### src/rtl/alu_pipe_pkg.sv
// Shared types and constants for the pipelined ALU: opcode encoding,
// flag bit positions and the per-opcode flag write-mask table.
package alu_pipe_pkg;

    typedef enum logic [2:0] {
        OP_ADD    = 3'd0,
        OP_SUB    = 3'd1,
        OP_XOR    = 3'd2,
        OP_RED    = 3'd3,
        OP_SLL    = 3'd4,
        OP_SRA    = 3'd5,
        OP_ROR    = 3'd6,
        OP_PADDSB = 3'd7
    } alu_op_e;

    // Bit positions inside the {Z,V,N} flag register
    localparam int FLAG_Z = 2;
    localparam int FLAG_V = 1;
    localparam int FLAG_N = 0;

    // Which flags each opcode is allowed to write, indexed by opcode.
    // Arithmetic writes all three, logic/shift ops write Z only,
    // lane ops (RED/PADDSB) leave the flag register alone.
    localparam logic [7:0][2:0] FLAG_WMASK = {
        3'b000,  // 7 PADDSB
        3'b100,  // 6 ROR
        3'b100,  // 5 SRA
        3'b100,  // 4 SLL
        3'b000,  // 3 RED
        3'b100,  // 2 XOR
        3'b111,  // 1 SUB
        3'b111   // 0 ADD
    };

endpackage

### src/rtl/alu_pipe_lane_sat.sv
// One LANE_W-bit signed adder that clamps to the lane's own signed range.
module alu_pipe_lane_sat #(
    parameter int LANE_W = 4
) (
    input  logic [LANE_W-1:0] a,
    input  logic [LANE_W-1:0] b,
    output logic [LANE_W-1:0] sum
);

    logic [LANE_W:0] ext;

    // Add with one guard bit; a guard/MSB disagreement means the lane overflowed
    always_comb begin
        ext = {a[LANE_W-1], a} + {b[LANE_W-1], b};
        if (ext[LANE_W] != ext[LANE_W-1]) begin
            sum = ext[LANE_W] ? {1'b1, {(LANE_W-1){1'b0}}} : {1'b0, {(LANE_W-1){1'b1}}};
        end else begin
            sum = ext[LANE_W-1:0];
        end
    end

endmodule

### src/rtl/alu_pipe.sv
// Two-stage pipelined ALU with valid/ready on both sides.
// Stage 1 registers operands/op; stage 2 computes, registers the result
// and updates the architectural {Z,V,N} flags through a per-op write mask.
module alu_pipe
    import alu_pipe_pkg::*;
#(
    parameter int WIDTH    = 16,
    parameter int LANE_W   = 4,
    parameter int SATURATE = 1
) (
    input  logic             clk,
    input  logic             rst_n,
    input  logic             flush,
    input  logic             in_valid,
    output logic             in_ready,
    input  logic [WIDTH-1:0] in_a,
    input  logic [WIDTH-1:0] in_b,
    input  alu_op_e          in_op,
    output logic             out_valid,
    input  logic             out_ready,
    output logic [WIDTH-1:0] out_result,
    output logic             out_ovfl,
    output logic [2:0]       flags
);

    localparam int NLANES = WIDTH / LANE_W;
    localparam int SH_W   = $clog2(WIDTH);

    logic             s1_v_reg;
    logic [WIDTH-1:0] s1_a_reg;
    logic [WIDTH-1:0] s1_b_reg;
    alu_op_e          s1_op_reg;
    logic             s2_v_reg;
    logic [WIDTH-1:0] s2_result_reg;
    logic             s2_ovfl_reg;
    logic [2:0]       flags_reg;

    logic             adv1;
    logic             adv2;
    logic [WIDTH-1:0] paddsb_res;
    logic [WIDTH:0]   alu_out;
    logic [2:0]       flags_new;
    logic [2:0]       flag_mask;

    // Datapath of stage 2: returns {ovfl, result}
    function automatic logic [WIDTH:0] alu_compute(
        input alu_op_e          op,
        input logic [WIDTH-1:0] a,
        input logic [WIDTH-1:0] b,
        input logic [WIDTH-1:0] lanes
    );
        logic [WIDTH:0]   ext;
        logic [WIDTH-1:0] res;
        logic [WIDTH-1:0] red;
        logic [SH_W-1:0]  sh;
        logic             ov;
        ext = '0;
        res = '0;
        red = '0;
        ov  = 1'b0;
        sh  = b[SH_W-1:0];
        case (op)
            OP_ADD, OP_SUB: begin
                if (op == OP_SUB) ext = {a[WIDTH-1], a} - {b[WIDTH-1], b};
                else              ext = {a[WIDTH-1], a} + {b[WIDTH-1], b};
                ov  = ext[WIDTH] ^ ext[WIDTH-1];
                res = ext[WIDTH-1:0];
                // ext[WIDTH] carries the true sign of the unbounded result
                if (SATURATE != 0 && ov) begin
                    res = ext[WIDTH] ? {1'b1, {(WIDTH-1){1'b0}}} : {1'b0, {(WIDTH-1){1'b1}}};
                end
            end
            OP_XOR: res = a ^ b;
            OP_RED: begin
                for (int i = 0; i < NLANES; i++) begin
                    red = red + WIDTH'($signed(a[i*LANE_W +: LANE_W]))
                              + WIDTH'($signed(b[i*LANE_W +: LANE_W]));
                end
                res = red;
            end
            OP_SLL:    res = a << sh;
            OP_SRA:    res = $signed(a) >>> sh;
            OP_ROR:    res = WIDTH'({a, a} >> sh);
            OP_PADDSB: res = lanes;
            default:   res = '0;
        endcase
        return {ov, res};
    endfunction

    // One saturating adder per lane for PADDSB
    generate
        for (genvar gi = 0; gi < NLANES; gi++) begin : g_lane
            alu_pipe_lane_sat #(.LANE_W(LANE_W)) u_lane_sat (
                .a   (s1_a_reg[gi*LANE_W +: LANE_W]),
                .b   (s1_b_reg[gi*LANE_W +: LANE_W]),
                .sum (paddsb_res[gi*LANE_W +: LANE_W])
            );
        end
    endgenerate

    // Handshake: a stage advances when it is empty or its successor advances
    always_comb begin
        adv2     = !s2_v_reg || out_ready;
        adv1     = !s1_v_reg || adv2;
        in_ready = adv1 && !flush;
    end

    // Stage-2 result and candidate flag values
    always_comb begin
        alu_out           = alu_compute(s1_op_reg, s1_a_reg, s1_b_reg, paddsb_res);
        flags_new         = '0;
        flags_new[FLAG_Z] = (alu_out[WIDTH-1:0] == '0);
        flags_new[FLAG_V] = alu_out[WIDTH];
        flags_new[FLAG_N] = alu_out[WIDTH-1];
        flag_mask         = FLAG_WMASK[s1_op_reg];
    end

    // Stage 1: capture operands on accept, hold while stalled
    always_ff @(posedge clk or negedge rst_n) begin
        if (!rst_n) begin
            s1_v_reg  <= 1'b0;
            s1_a_reg  <= '0;
            s1_b_reg  <= '0;
            s1_op_reg <= OP_ADD;
        end else if (flush) begin
            s1_v_reg <= 1'b0;
        end else if (adv1) begin
            s1_v_reg <= in_valid;
            if (in_valid) begin
                s1_a_reg  <= in_a;
                s1_b_reg  <= in_b;
                s1_op_reg <= in_op;
            end
        end
    end

    // Stage 2: register result; flags change only when a result loads here
    always_ff @(posedge clk or negedge rst_n) begin
        if (!rst_n) begin
            s2_v_reg      <= 1'b0;
            s2_result_reg <= '0;
            s2_ovfl_reg   <= 1'b0;
            flags_reg     <= 3'b000;
        end else if (flush) begin
            s2_v_reg <= 1'b0;
        end else if (adv2) begin
            s2_v_reg <= s1_v_reg;
            if (s1_v_reg) begin
                s2_result_reg <= alu_out[WIDTH-1:0];
                s2_ovfl_reg   <= alu_out[WIDTH];
                flags_reg     <= (flags_reg & ~flag_mask) | (flags_new & flag_mask);
            end
        end
    end

    assign out_valid  = s2_v_reg;
    assign out_result = s2_result_reg;
    assign out_ovfl   = s2_ovfl_reg;
    assign flags      = flags_reg;

endmodule

### config.mk
export PLATFORM = sky130hd
export DESIGN_NAME = alu_pipe
export DESIGN_NICKNAME = d
export VERILOG_FILES = /design/src/rtl/alu_pipe_pkg.sv /design/src/rtl/alu_pipe_lane_sat.sv /design/src/rtl/alu_pipe.sv
export SDC_FILE = /design/constraint.sdc
export NUM_CORES = 1
export LEC_CHECK = 0
export ABC_AREA = 0
export CORE_ASPECT_RATIO = 2
export CORE_UTILIZATION = 30
export DETAILED_ROUTE_END_ITERATION = 12
export PLACE_DENSITY = 0.44
export RECOVER_POWER = 50
export SLEW_MARGIN = 20
export SYNTH_ARGS = -nofsm -noshare
export SYNTH_HDL_FRONTEND = slang
export SYNTH_SLANG_ARGS = --single-unit
### constraint.sdc
create_clock -name clk -period 12.86 [get_ports clk]
set_input_delay 3.215 -clock clk [delete_from_list [all_inputs] [get_ports clk]]
set_output_delay 3.215 -clock clk [all_outputs]
set_load 0.005 [all_outputs]
==> out/metrics.csv <==
metric,value,unit
status,"complete, but fails checks",
violations,"capacitance limit, slew limit",
finalCriticalPeriod,7830,ps
overflow,0,
drive_above_1_share,13.1,%
cp_slowest_cell,dlygate4sd3_1,
post_drt_via_cell_ratio,5.78,
cts.htree.levels,3,
ys_seq_area_share,18.5,%
ys_async_sr_fraction,100,%
final_common_cell,nand2_1,
cts_tree,done,
avgSynthCellArea,8.71,sq um
num_rows,82,
seqCellArea,1430,sq um
die_y,229,um
crit_chain,dlygate4sd3_1 -> nor2b_1 -> a21oi_1 -> clkdlybuf4s50_1,
critical_path.max_fanout,5,
p_int,1.16,mW
cts_resized,0,
route.detailed.drc,0,
yosys_warnings,0,
synth_cells,886,
slew_violations,58,
drtIter0Drc,508,
crit_path_end_kind,output pin,
slew_headroom,-126,%
synthFlopType,dfrtp_1,
cts_setup_buffers,0,
power.total,2.51,mW
p_sw_share,53.7,%
antenna_found_initial,1,
clk_pin_slew_worst_paths,50,ps
period_share,60.9,%
worst_slew_pin_slew,3400,ps
initial_core_util,30.7,%
layoutNonFillerInstCount,1273,
p_per_area,281,nW/um^2
wl_per_cell,26.2,um
clockBufferDepth,2,
ys_seq_elements,57,
comb_power_share,77.6,%
leakage,3.84,nW
yosysTopAreaCell,dfrtp_1,
rsz0062_at_grt,no,
gp_congestion,1.01,
cts.sinks,57,
num_antenna_cells,0,
fin_util,35.5,%
p_clk_share,10.6,%
io_buffers,61,
power_switching,1.35,mW
hold_path.class,reg2reg,
syn_nets,1008,
drv_cap,1,
rrSetupSlack,6770,ps
cts_made_buffers,9,
ys_top_cells_by_area,"dfrtp_1 18%, fa_1 8.6%, mux2_2 8.5%, ha_1 7.9%, mux2i_1 4.0%",
grt_first_pass_wirelength,49.7,mm
cp_num_buf_inv,2,
grt_util_all_layers,26.6,%
max_stage_delay,530,ps
synth_top_area_share,18.5,%
num_vias,7355,
synth_cell_type_count,82,
cts_hold_buf,0,
area_growth,15.5,%
fin_tns_setup,0,ps
final_cell_mix,"74 x nand2_1, 71 x inv_1, 70 x nor2_1, 58 x mux2_2, 56 x dfrtp_1",
multiInputGateArea,5750,sq um
seqPwrFrac,11.8,%
die_w,115,um
setup_slack,5030,ps
grt_max_degree,58,
grt_pass1_vias,7731,
dr.pass1.iters,5,
core,25100,sq um
post-dp-hpwl,26.0,mm
crit_type,in2out,
critPathTopFamily,buffers and inverters,
layout.nets,1054,
dp_slack,5130,ps
netlist_area,7720,sq um
ant_nets,0,
crit_required,9640,ps
finalHoldViolCount,0,
finClkSkew,9.09,ps
arrival,4620,ps
critPathLaunchType,input port,
dp_cells,1257,
dieArea,26400,sq um
clk_latency,360,ps
fill_cells,2667,
routed_wl,33.3,mm
timing.fmax,128,MHz
synth_edf_count,0,
ioPinCount,62,
cts_root_buffer,clkbuf_16,
ir_drop,0.368,mV
setup_viol,0,
-- cells by family after synthesis --
group           count (synthesis)  share of synthesized area, %
compound gates                231                          20.3
xor+xnor                       37                          4.20
fa+ha+maj                      83                          16.6
buf+inv                       115                          7.15
flops                          57                          18.5
mux                           104                          16.9
simple gates                  259                          16.4
-- worst paths after layout --
check,from,endpoint,cells after the start
max reg2reg,s1_a_reg[6],register,18
min reg2reg,out_result[14],out_result[14],2
max in group asynchronous,rst_n,s1_b_reg[0],2
min in group asynchronous,rst_n,s1_a_reg[8],2
min,out_result[14],out_result[14],2
max,out_ready,in_ready,4
-- per-layer routing --
metal | wire [um] | track usage (%)
met5 | 12 | 0
met4 | 3000 | 22.0
met2 | 17700 | 48.2
met3 | 1300 | 4.35
met1 | 11300 | 25.6
-- power by group through the flow --
stage | Clock, mW | Combinational (mW) | Sequential [mW]
floorplan | 0 | 1.28 | 0.272
global placement | 0 | 1.94 | 0.299
detailed placement | 0 | 1.94 | 0.300
CTS | 0.276 | 1.95 | 0.296
global route | 0.279 | 2.14 | 0.301
finish | 0.266 | 1.95 | 0.295
-- per-stage QoR --
step | hold slack (ps) | area [sq um]
2_1_floorplan | 469 | 7720
6_report | 466 | 8910
5_1_grt | 488 | 8910
4_1_cts | 478 | 8920
3_5_place_dp | 465 | 8600
3_3_place_gp | 460 | 8600
-- cell type report --
cell class / instances / share of cell area, %
flip-flops and latches: 57 / 16.0
inverters: 72 / 3.03
clock buffers: 9 / 2.53
well taps: 336 / 4.72
multi-input cells: 714 / 64.5
clock inverters: 7 / 1.07
repair buffers: 78 / 8.18
-- tightest hold or removal path, cell delays in order (launching register included) --
cell and delay (ps):
dfrtp_1 330, nand2_1 50, nand2_1 50
-- synthesized netlist by cell type (all sizes together), types with 4 or more instances --
| cell | count |
|---|---|
| a211oi | 12 |
| a21o | 17 |
| a21oi | 49 |
| a221oi | 10 |
| a22oi | 12 |
| a2bb2oi | 4 |
| a31oi | 8 |
| and2 | 5 |
| and3 | 6 |
| buf | 12 |
| clkbuf | 31 |
| dfrtp | 57 |
| fa | 33 |
| ha | 49 |
| inv | 71 |
| mux2 | 59 |
| mux2i | 34 |
| mux4 | 11 |
| nand2 | 75 |
| nand2b | 20 |
| nand3 | 16 |
| nand4 | 10 |
| nand4b | 4 |
| nor2 | 71 |
| nor2b | 7 |
| nor3 | 19 |
| nor4 | 5 |
| o211a | 7 |
| o211ai | 12 |
| o21a | 4 |
| o21ai | 51 |
| o22ai | 6 |
| o31ai | 5 |
| or2 | 4 |
| or3 | 4 |
| xnor2 | 27 |
| xor2 | 10 |
Note: power is estimated with default switching activity, not from simulation.
